$ cat src/rtl/ball_bbox_tracker.sv
// ball_bbox_tracker: per-colour bounding box and pixel count over one frame.
// Pixels arrive one per in_valid cycle from the colour classifier. Classes
// 1..5 each keep a bounding box and a saturating pixel count. On an accepted
// eof pixel the five accumulators are copied into shadow registers (when the
// emitter is idle) and then streamed as five records, class 1 first.
// Accumulation of the next frame proceeds while the records drain.
//
// Result handshake: a record transfers on a rising edge where
// res_valid && res_ready. Once res_valid rises it stays high, and every
// res_* output holds stable, until that transfer. res_valid never depends
// combinationally on res_ready.
module ball_bbox_tracker #(
  parameter int IMAGE_W    = 640,
  parameter int IMAGE_H    = 480,
  parameter int XW         = 11,
  parameter int YW         = 10,
  parameter int CW         = 16,
  parameter int MIN_PIXELS = 16
) (
  input  logic          clk,
  input  logic          rst,
  input  logic          in_valid,
  input  logic [2:0]    in_class,
  input  logic          in_sof,
  input  logic          in_eol,
  input  logic          in_eof,
  output logic          res_valid,
  input  logic          res_ready,
  output logic [2:0]    res_class,
  output logic          res_found,
  output logic [XW-1:0] res_xmin,
  output logic [XW-1:0] res_xmax,
  output logic [YW-1:0] res_ymin,
  output logic [YW-1:0] res_ymax,
  output logic [CW-1:0] res_count,
  output logic          overrun
);

  localparam int            NC      = 5;
  localparam logic [XW-1:0] X_LAST  = XW'(IMAGE_W - 1);
  localparam logic [YW-1:0] Y_LAST  = YW'(IMAGE_H - 1);
  localparam logic [CW-1:0] CNT_MAX = '1;
  localparam logic [CW-1:0] MIN_CNT = CW'(MIN_PIXELS);

  // The state value is the class currently being presented (0 = idle).
  localparam logic [2:0] ST_IDLE  = 3'd0;
  localparam logic [2:0] ST_EMIT1 = 3'd1;
  localparam logic [2:0] ST_EMIT5 = 3'd5;

  logic [2:0]             state_q, state_d;
  logic                   synced_q, synced_d;
  logic [XW-1:0]          x_q, x_d;
  logic [YW-1:0]          y_q, y_d;
  logic                   overrun_q, overrun_d;

  logic [NC-1:0][XW-1:0]  acc_xmin_q, acc_xmin_d, acc_xmax_q, acc_xmax_d;
  logic [NC-1:0][YW-1:0]  acc_ymin_q, acc_ymin_d, acc_ymax_q, acc_ymax_d;
  logic [NC-1:0][CW-1:0]  acc_cnt_q, acc_cnt_d;

  logic [NC-1:0][XW-1:0]  sh_xmin_q, sh_xmin_d, sh_xmax_q, sh_xmax_d;
  logic [NC-1:0][YW-1:0]  sh_ymin_q, sh_ymin_d, sh_ymax_q, sh_ymax_d;
  logic [NC-1:0][CW-1:0]  sh_cnt_q, sh_cnt_d;

  logic                   take;
  logic                   latch;
  logic [XW-1:0]          cur_x;
  logic [YW-1:0]          cur_y;

  // Pixel acceptance, coordinates, accumulation and end-of-frame latch.
  always_comb begin
    synced_d   = synced_q;
    x_d        = x_q;
    y_d        = y_q;
    overrun_d  = 1'b0;
    latch      = 1'b0;
    acc_xmin_d = acc_xmin_q;
    acc_xmax_d = acc_xmax_q;
    acc_ymin_d = acc_ymin_q;
    acc_ymax_d = acc_ymax_q;
    acc_cnt_d  = acc_cnt_q;
    sh_xmin_d  = sh_xmin_q;
    sh_xmax_d  = sh_xmax_q;
    sh_ymin_d  = sh_ymin_q;
    sh_ymax_d  = sh_ymax_q;
    sh_cnt_d   = sh_cnt_q;

    // Before the first sof nothing is known about position, so pixels are dropped.
    take  = in_valid && (synced_q || in_sof);
    cur_x = in_sof ? '0 : x_q;
    cur_y = in_sof ? '0 : y_q;

    if (take) begin
      synced_d = 1'b1;
      // A sof pixel starts fresh; any partial frame is thrown away.
      if (in_sof) begin
        acc_xmin_d = '0;
        acc_xmax_d = '0;
        acc_ymin_d = '0;
        acc_ymax_d = '0;
        acc_cnt_d  = '0;
      end
      for (int c = 0; c < NC; c++) begin
        if (in_class == 3'(c + 1)) begin
          if (acc_cnt_d[c] == '0) begin
            acc_xmin_d[c] = cur_x;
            acc_xmax_d[c] = cur_x;
            acc_ymin_d[c] = cur_y;
            acc_ymax_d[c] = cur_y;
          end else begin
            if (cur_x < acc_xmin_d[c]) acc_xmin_d[c] = cur_x;
            if (cur_x > acc_xmax_d[c]) acc_xmax_d[c] = cur_x;
            if (cur_y < acc_ymin_d[c]) acc_ymin_d[c] = cur_y;
            if (cur_y > acc_ymax_d[c]) acc_ymax_d[c] = cur_y;
          end
          if (acc_cnt_d[c] != CNT_MAX) acc_cnt_d[c] = acc_cnt_d[c] + CW'(1);
        end
      end
      if (in_eol) begin
        x_d = '0;
        y_d = (cur_y != Y_LAST) ? cur_y + YW'(1) : cur_y;
      end else begin
        x_d = (cur_x != X_LAST) ? cur_x + XW'(1) : cur_x;
        y_d = cur_y;
      end
      // The eof pixel's own contribution is already folded into acc_*_d.
      if (in_eof) begin
        if (state_q == ST_IDLE) begin
          latch     = 1'b1;
          sh_xmin_d = acc_xmin_d;
          sh_xmax_d = acc_xmax_d;
          sh_ymin_d = acc_ymin_d;
          sh_ymax_d = acc_ymax_d;
          sh_cnt_d  = acc_cnt_d;
        end else begin
          overrun_d = 1'b1;
        end
        acc_xmin_d = '0;
        acc_xmax_d = '0;
        acc_ymin_d = '0;
        acc_ymax_d = '0;
        acc_cnt_d  = '0;
      end
    end
  end

  // Emit sequencer: idle, then one state per class, advancing on each transfer.
  always_comb begin
    state_d = state_q;
    if (state_q == ST_IDLE) begin
      if (latch) state_d = ST_EMIT1;
    end else if (state_q > ST_EMIT5) begin
      state_d = ST_IDLE;
    end else if (res_ready) begin
      state_d = (state_q == ST_EMIT5) ? ST_IDLE : state_q + 3'd1;
    end
  end

  // Record presentation from the shadow selected by the current state.
  always_comb begin
    logic [2:0] sel;
    sel       = state_q - 3'd1;
    res_valid = 1'b0;
    res_class = '0;
    res_found = 1'b0;
    res_xmin  = '0;
    res_xmax  = '0;
    res_ymin  = '0;
    res_ymax  = '0;
    res_count = '0;
    if (state_q >= ST_EMIT1 && state_q <= ST_EMIT5) begin
      res_valid = 1'b1;
      res_class = state_q;
      res_count = sh_cnt_q[sel];
      res_found = (sh_cnt_q[sel] >= MIN_CNT);
      // An unfound class reports an empty box but still the true count.
      if (res_found) begin
        res_xmin = sh_xmin_q[sel];
        res_xmax = sh_xmax_q[sel];
        res_ymin = sh_ymin_q[sel];
        res_ymax = sh_ymax_q[sel];
      end
    end
  end

  assign overrun = overrun_q;

  // State registers; reset returns everything to idle and drops pending records.
  always_ff @(posedge clk or posedge rst) begin
    if (rst) begin
      state_q    <= ST_IDLE;
      synced_q   <= 1'b0;
      x_q        <= '0;
      y_q        <= '0;
      overrun_q  <= 1'b0;
      acc_xmin_q <= '0;
      acc_xmax_q <= '0;
      acc_ymin_q <= '0;
      acc_ymax_q <= '0;
      acc_cnt_q  <= '0;
      sh_xmin_q  <= '0;
      sh_xmax_q  <= '0;
      sh_ymin_q  <= '0;
      sh_ymax_q  <= '0;
      sh_cnt_q   <= '0;
    end else begin
      state_q    <= state_d;
      synced_q   <= synced_d;
      x_q        <= x_d;
      y_q        <= y_d;
      overrun_q  <= overrun_d;
      acc_xmin_q <= acc_xmin_d;
      acc_xmax_q <= acc_xmax_d;
      acc_ymin_q <= acc_ymin_d;
      acc_ymax_q <= acc_ymax_d;
      acc_cnt_q  <= acc_cnt_d;
      sh_xmin_q  <= sh_xmin_d;
      sh_xmax_q  <= sh_xmax_d;
      sh_ymin_q  <= sh_ymin_d;
      sh_ymax_q  <= sh_ymax_d;
      sh_cnt_q   <= sh_cnt_d;
    end
  end

endmodule

$ cat config.mk
export PLATFORM = sky130hd
export DESIGN_NAME = ball_bbox_tracker
export DESIGN_NICKNAME = d
export VERILOG_FILES = /design/src/rtl/ball_bbox_tracker.sv
export SDC_FILE = /design/constraint.sdc
export NUM_CORES = 2
export LEC_CHECK = 0
export BUFFER_PORTS_ARGS = -buffer_cell sky130_fd_sc_hd__buf_4
export CAP_MARGIN = 10
export CORE_MARGIN = 3
export CORE_UTILIZATION = 60
export DETAILED_ROUTE_END_ITERATION = 10
export GPL_TIMING_DRIVEN = 0
export HOLD_SLACK_MARGIN = 0.08
export PLACE_DENSITY_LB_ADDON = 0.05
export SLEW_MARGIN = 20
export SYNTH_ARGS = -nofsm -noshare
export SYNTH_HDL_FRONTEND = slang
export SYNTH_SLANG_ARGS = --single-unit
$ cat constraint.sdc
create_clock -name clk -period 41 [get_ports clk]
set_clock_uncertainty 0.2 [all_clocks]
set_input_delay 10.25 -clock clk [delete_from_list [all_inputs] [get_ports clk]]
set_output_delay 10.25 -clock clk [all_outputs]
set_load 0.005 [all_outputs]
==> metrics.md <==
| Metric | Value |
|---|---|
| Final count of negative-setup-slack endpoints | 0 |
| Sequential share of the synthesized area | 40.9% |
| CTS tree | built |
| Final period utilization | 41.1% |
| Core ar. | 60800 um2 |
| Post-route cell area | 41200 um2 |
| Layout fillers | 4988 |
| Sink Count | 606 |
| Worst Path Required | 41.30 ns |
| Initial antenna violation count | 6 |
| NumNets Final | 4232 |
| PwrDens | 43.8 nW/um2 |
| Worst hold path startpoint | sh_xmin_q[15]$_DFFE_PP0P_ |
| Initial Utilization | 61.0% |
| Crit end category | flop |
| Port Buf Inserts | 68 |
| GP Congestion | 1.03 |
| Min cycle time layout | 16.87 ns |
| Num rows | 90 |
| Area after DPL | 38900 um2 |
| 1st-pass router iterations | 8 |
| Footprint of the multi-input gates | 19900 um2 |
| Async set or reset register ratio after synthesis | 100% |
| Worst Path Arrival | 17.17 ns |
| Slew margin rel. | 14.0% |
| Number of cells upsized or downsized after cts | 0 |
| CP cell instances | buf_4, clkinv_1, clkbuf_1, clkbuf_1, clkbuf_1, buf_8, clkbuf_1, clkbuf_1, nand2_1, ha_1, nand4_1, or2_2, o31ai_1, nor4_2, or3_1, buf_4, a21o_1, buf_2, o2bb2ai_1 |
| Worst-margin pin slew | 1.29 ns |
| Antenna viol nets, final | 0 |
| CP top delay family | buffers and inverters |
| Highest fanout seen on the critical path | 10 |
| Top cell type's share of synthesized area | 40.9% |
| DR iter-0 viols | 4584 |
| RSZ-0062 raised after global routing | no |
| Cell taking the most area after synthesis | dfrtp_1 |
| Most used cell, CP | clkbuf_1 |
| Synthesis-to-finish area growth | 11.1% |
| Post-DP HPWL | 108000 um |
| Worst-path clk slew | 0.06 ns |
| CTS buffer count | 68 |
| Die Wd | 255 um |
| Syn nets | 4082 |
| Post-synth top flop | dfrtp_1 |
| Overall routing resource usage | 46.0% |
| Ys Warns | 0 |
| Final WL | 149000 um |
| Pleak | 17.7 nW |
| Total of max-cap violations | 0 |
| Setup Crit Path Kind | in2reg |
| CTS H-tree depth | 3 |
| Setup TNS | 0 ns |
| Netlist area before placement | 37100 um2 |
| Fmax | 59.3 MHz |
| Die height | 255 um |
| CP startpoint kind | input port |
| Peak VDD IR | 43.8 uV |
| DR DRC count | 0 |
| Via count | 33900 |
| Hold WS | 0.274 ns |
| Synth area leaders | dfrtp_1 (41%), nand2_1 (6.7%), ha_1 (6.0%) |
| Post-synth EDFFs | 0 |
| Root Buffer Master | clkbuf_16 |
| Via-to-Cell Ratio | 6.96 |
| Die Area | 64800 um2 |
| Synth top cells by count | nand2_1 (664), dfrtp_1 (606), o21ai_0 (289), ha_1 (177), mux2i_1 (177) |
| FF+latch area | 15200 um2 |
| IO Pins | 74 |
| Hold crit path type | reg2reg |
| Worst Setup SP | in_sof |
| Worst reg2reg path startpoint | x_q[9]$_DFFE_PP0P_ |
| Final-report hold violation count | 0 |
| Synth Register Bits | 606 |
| Largest net degree at the start of global routing | 98 |
| Share of cells above drive strength 1 | 14.0% |
| Grt ovf | 0 |
| WL per Instance | 30.6 um |
| Status | complete, no violations |
| CP bufs+invs | 10 |
| Vias in the first global route | 32400 |
| Slew Limit Fails | 0 |
| Post-CTS Setup Inserts | 0 |
| Critical-path top delay cell | clkbuf_1 |
| Post-synth cell types | 116 |
| Most common cell in the netlist | nand2_1 |
| Clock Path Buffers | 3 |
| Cells after Synth | 3895 |
| Worst-skew pair later-pin latency | 0.64 ns |
| Slowest stage delay, CP | 0.87 ns |
| First-pass GRT wire length | 216000 um |
| Post-synthesis average cell area | 9.52 um2 |
| Cts hold-fix bufs | 0 |
[cells by family (layout without fill, tap and decap cells)]
family | Yosys count | in the layout | share of synthesized area (%)
flops | 606 | 606 | 40.9
fa+ha+maj | 177 | 177 | 5.97
mux | 281 | 281 | 9.33
buf+inv | 455 | 653 | 5.57
xor+xnor | 121 | 121 | 2.90
compound gates | 995 | 995 | 19.0
simple gates | 1260 | 1260 | 16.3
other cells | 0 | 2 | 0
[stage by stage]
stage / power, mW / std cells / util [%] / setup slack, ns
2_1_floorplan: 0.926 / 3895 / - / 13.59
3_3_place_gp: 1.14 / 4745 / 63.4 / 6.35
3_5_place_dp: 1.14 / 4757 / 63.9 / 23.95
4_1_cts: 1.78 / 4875 / 67.7 / 24.59
5_1_grt: 1.83 / 4875 / 67.7 / 24.29
6_report: 1.80 / 4877 / 67.8 / 24.13
[flip-flops by register name, summed over array words and instances (netlist names)]
name / cells
acc_ymin_q: 50
sh_xmin_q: 55
acc_cnt_q: 80
x_q: 11
acc_xmin_q: 55
acc_ymax_q: 50
y_q: 10
synced_q: 1
state_q: 3
sh_ymin_q: 50
sh_xmax_q: 55
sh_ymax_q: 50
overrun: 1
sh_cnt_q: 80
acc_xmax_q: 55
[cells in the final DEF (no fill, tap or decap), drive strengths merged, types with 22 or more instances in the layout]
cell type / instances
a21o: 31
a21oi: 143
a22o: 63
a31oi: 40
a32o: 37
and3: 25
buf: 242
clkbuf: 242
dfrtp: 606
ha: 177
inv: 154
mux2: 58
mux2i: 177
mux4: 46
nand2: 665
nand2b: 22
nand3: 120
nand4: 64
nor2: 110
nor2b: 73
nor3: 57
nor4: 33
o211ai: 28
o21ai: 308
o22ai: 85
o2bb2ai: 51
o31ai: 88
or3: 22
xnor2: 97
xor2: 24
[where the power goes]
group	leakage (nW)	internal (mW)	switching [mW]
combinational	8.16	0.129	0.397
clock	1.12	0.385	0.265
sequential	8.43	0.615	0.0125
total	17.7	1.13	0.674
[path summary, 6_finish.rpt]
check	end	slack, ns	depth (start not counted)
hold / removal	sh_xmin_q[15]$_DFFE_PP0P_	0.27	2
hold reg to reg	sh_xmin_q[15]$_DFFE_PP0P_	0.27	2
max in group asynchronous	sh_xmax_q[12]$_DFFE_PP0P_	29.71	5
setup / recovery	acc_xmax_q[49]$_DFFE_PP0P_	24.13	19
min in group asynchronous	sh_cnt_q[6]$_DFFE_PP0P_	9.43	2
setup reg to reg	sh_xmax_q[24]$_DFFE_PP0P_	35.96	12
[routing by layer]
layer  share of wire, %  vias up  track usage [%]
li1                   -    14400                -
met1                 37    16700             59.9
met2                 42     2242             66.5
met3                 12      630             13.5
met4                8.8        4             31.8
met5              0.014        -                0
[area by class of cell]
cell class,count,share of cell area [%]
Sequential cell,606,36.8
Buffer,301,3.65
Timing Repair Buffer,80,1.87
Multi-Input combinational cell,2834,48.3
Tap cell,782,2.37
Inverter,154,1.42
Clock inverter,15,0.574
Antenna cell,2,0.0121
Clock buffer,103,5.02
[worst reg2reg max path: stages (launching register included)]
cell,delay (ns)
dfrtp_1,0.55
nand2b_1,0.17
clkbuf_1,0.74
inv_1,0.70
ha_1,0.52
nand4_1,0.15
or2_2,0.33
o31ai_1,0.23
nor4_1,0.13
nor3b_2,0.38
buf_4,0.30
mux2i_1,0.36
mux2_2,0.22
Note: power is estimated with default switching activity, not from simulation.
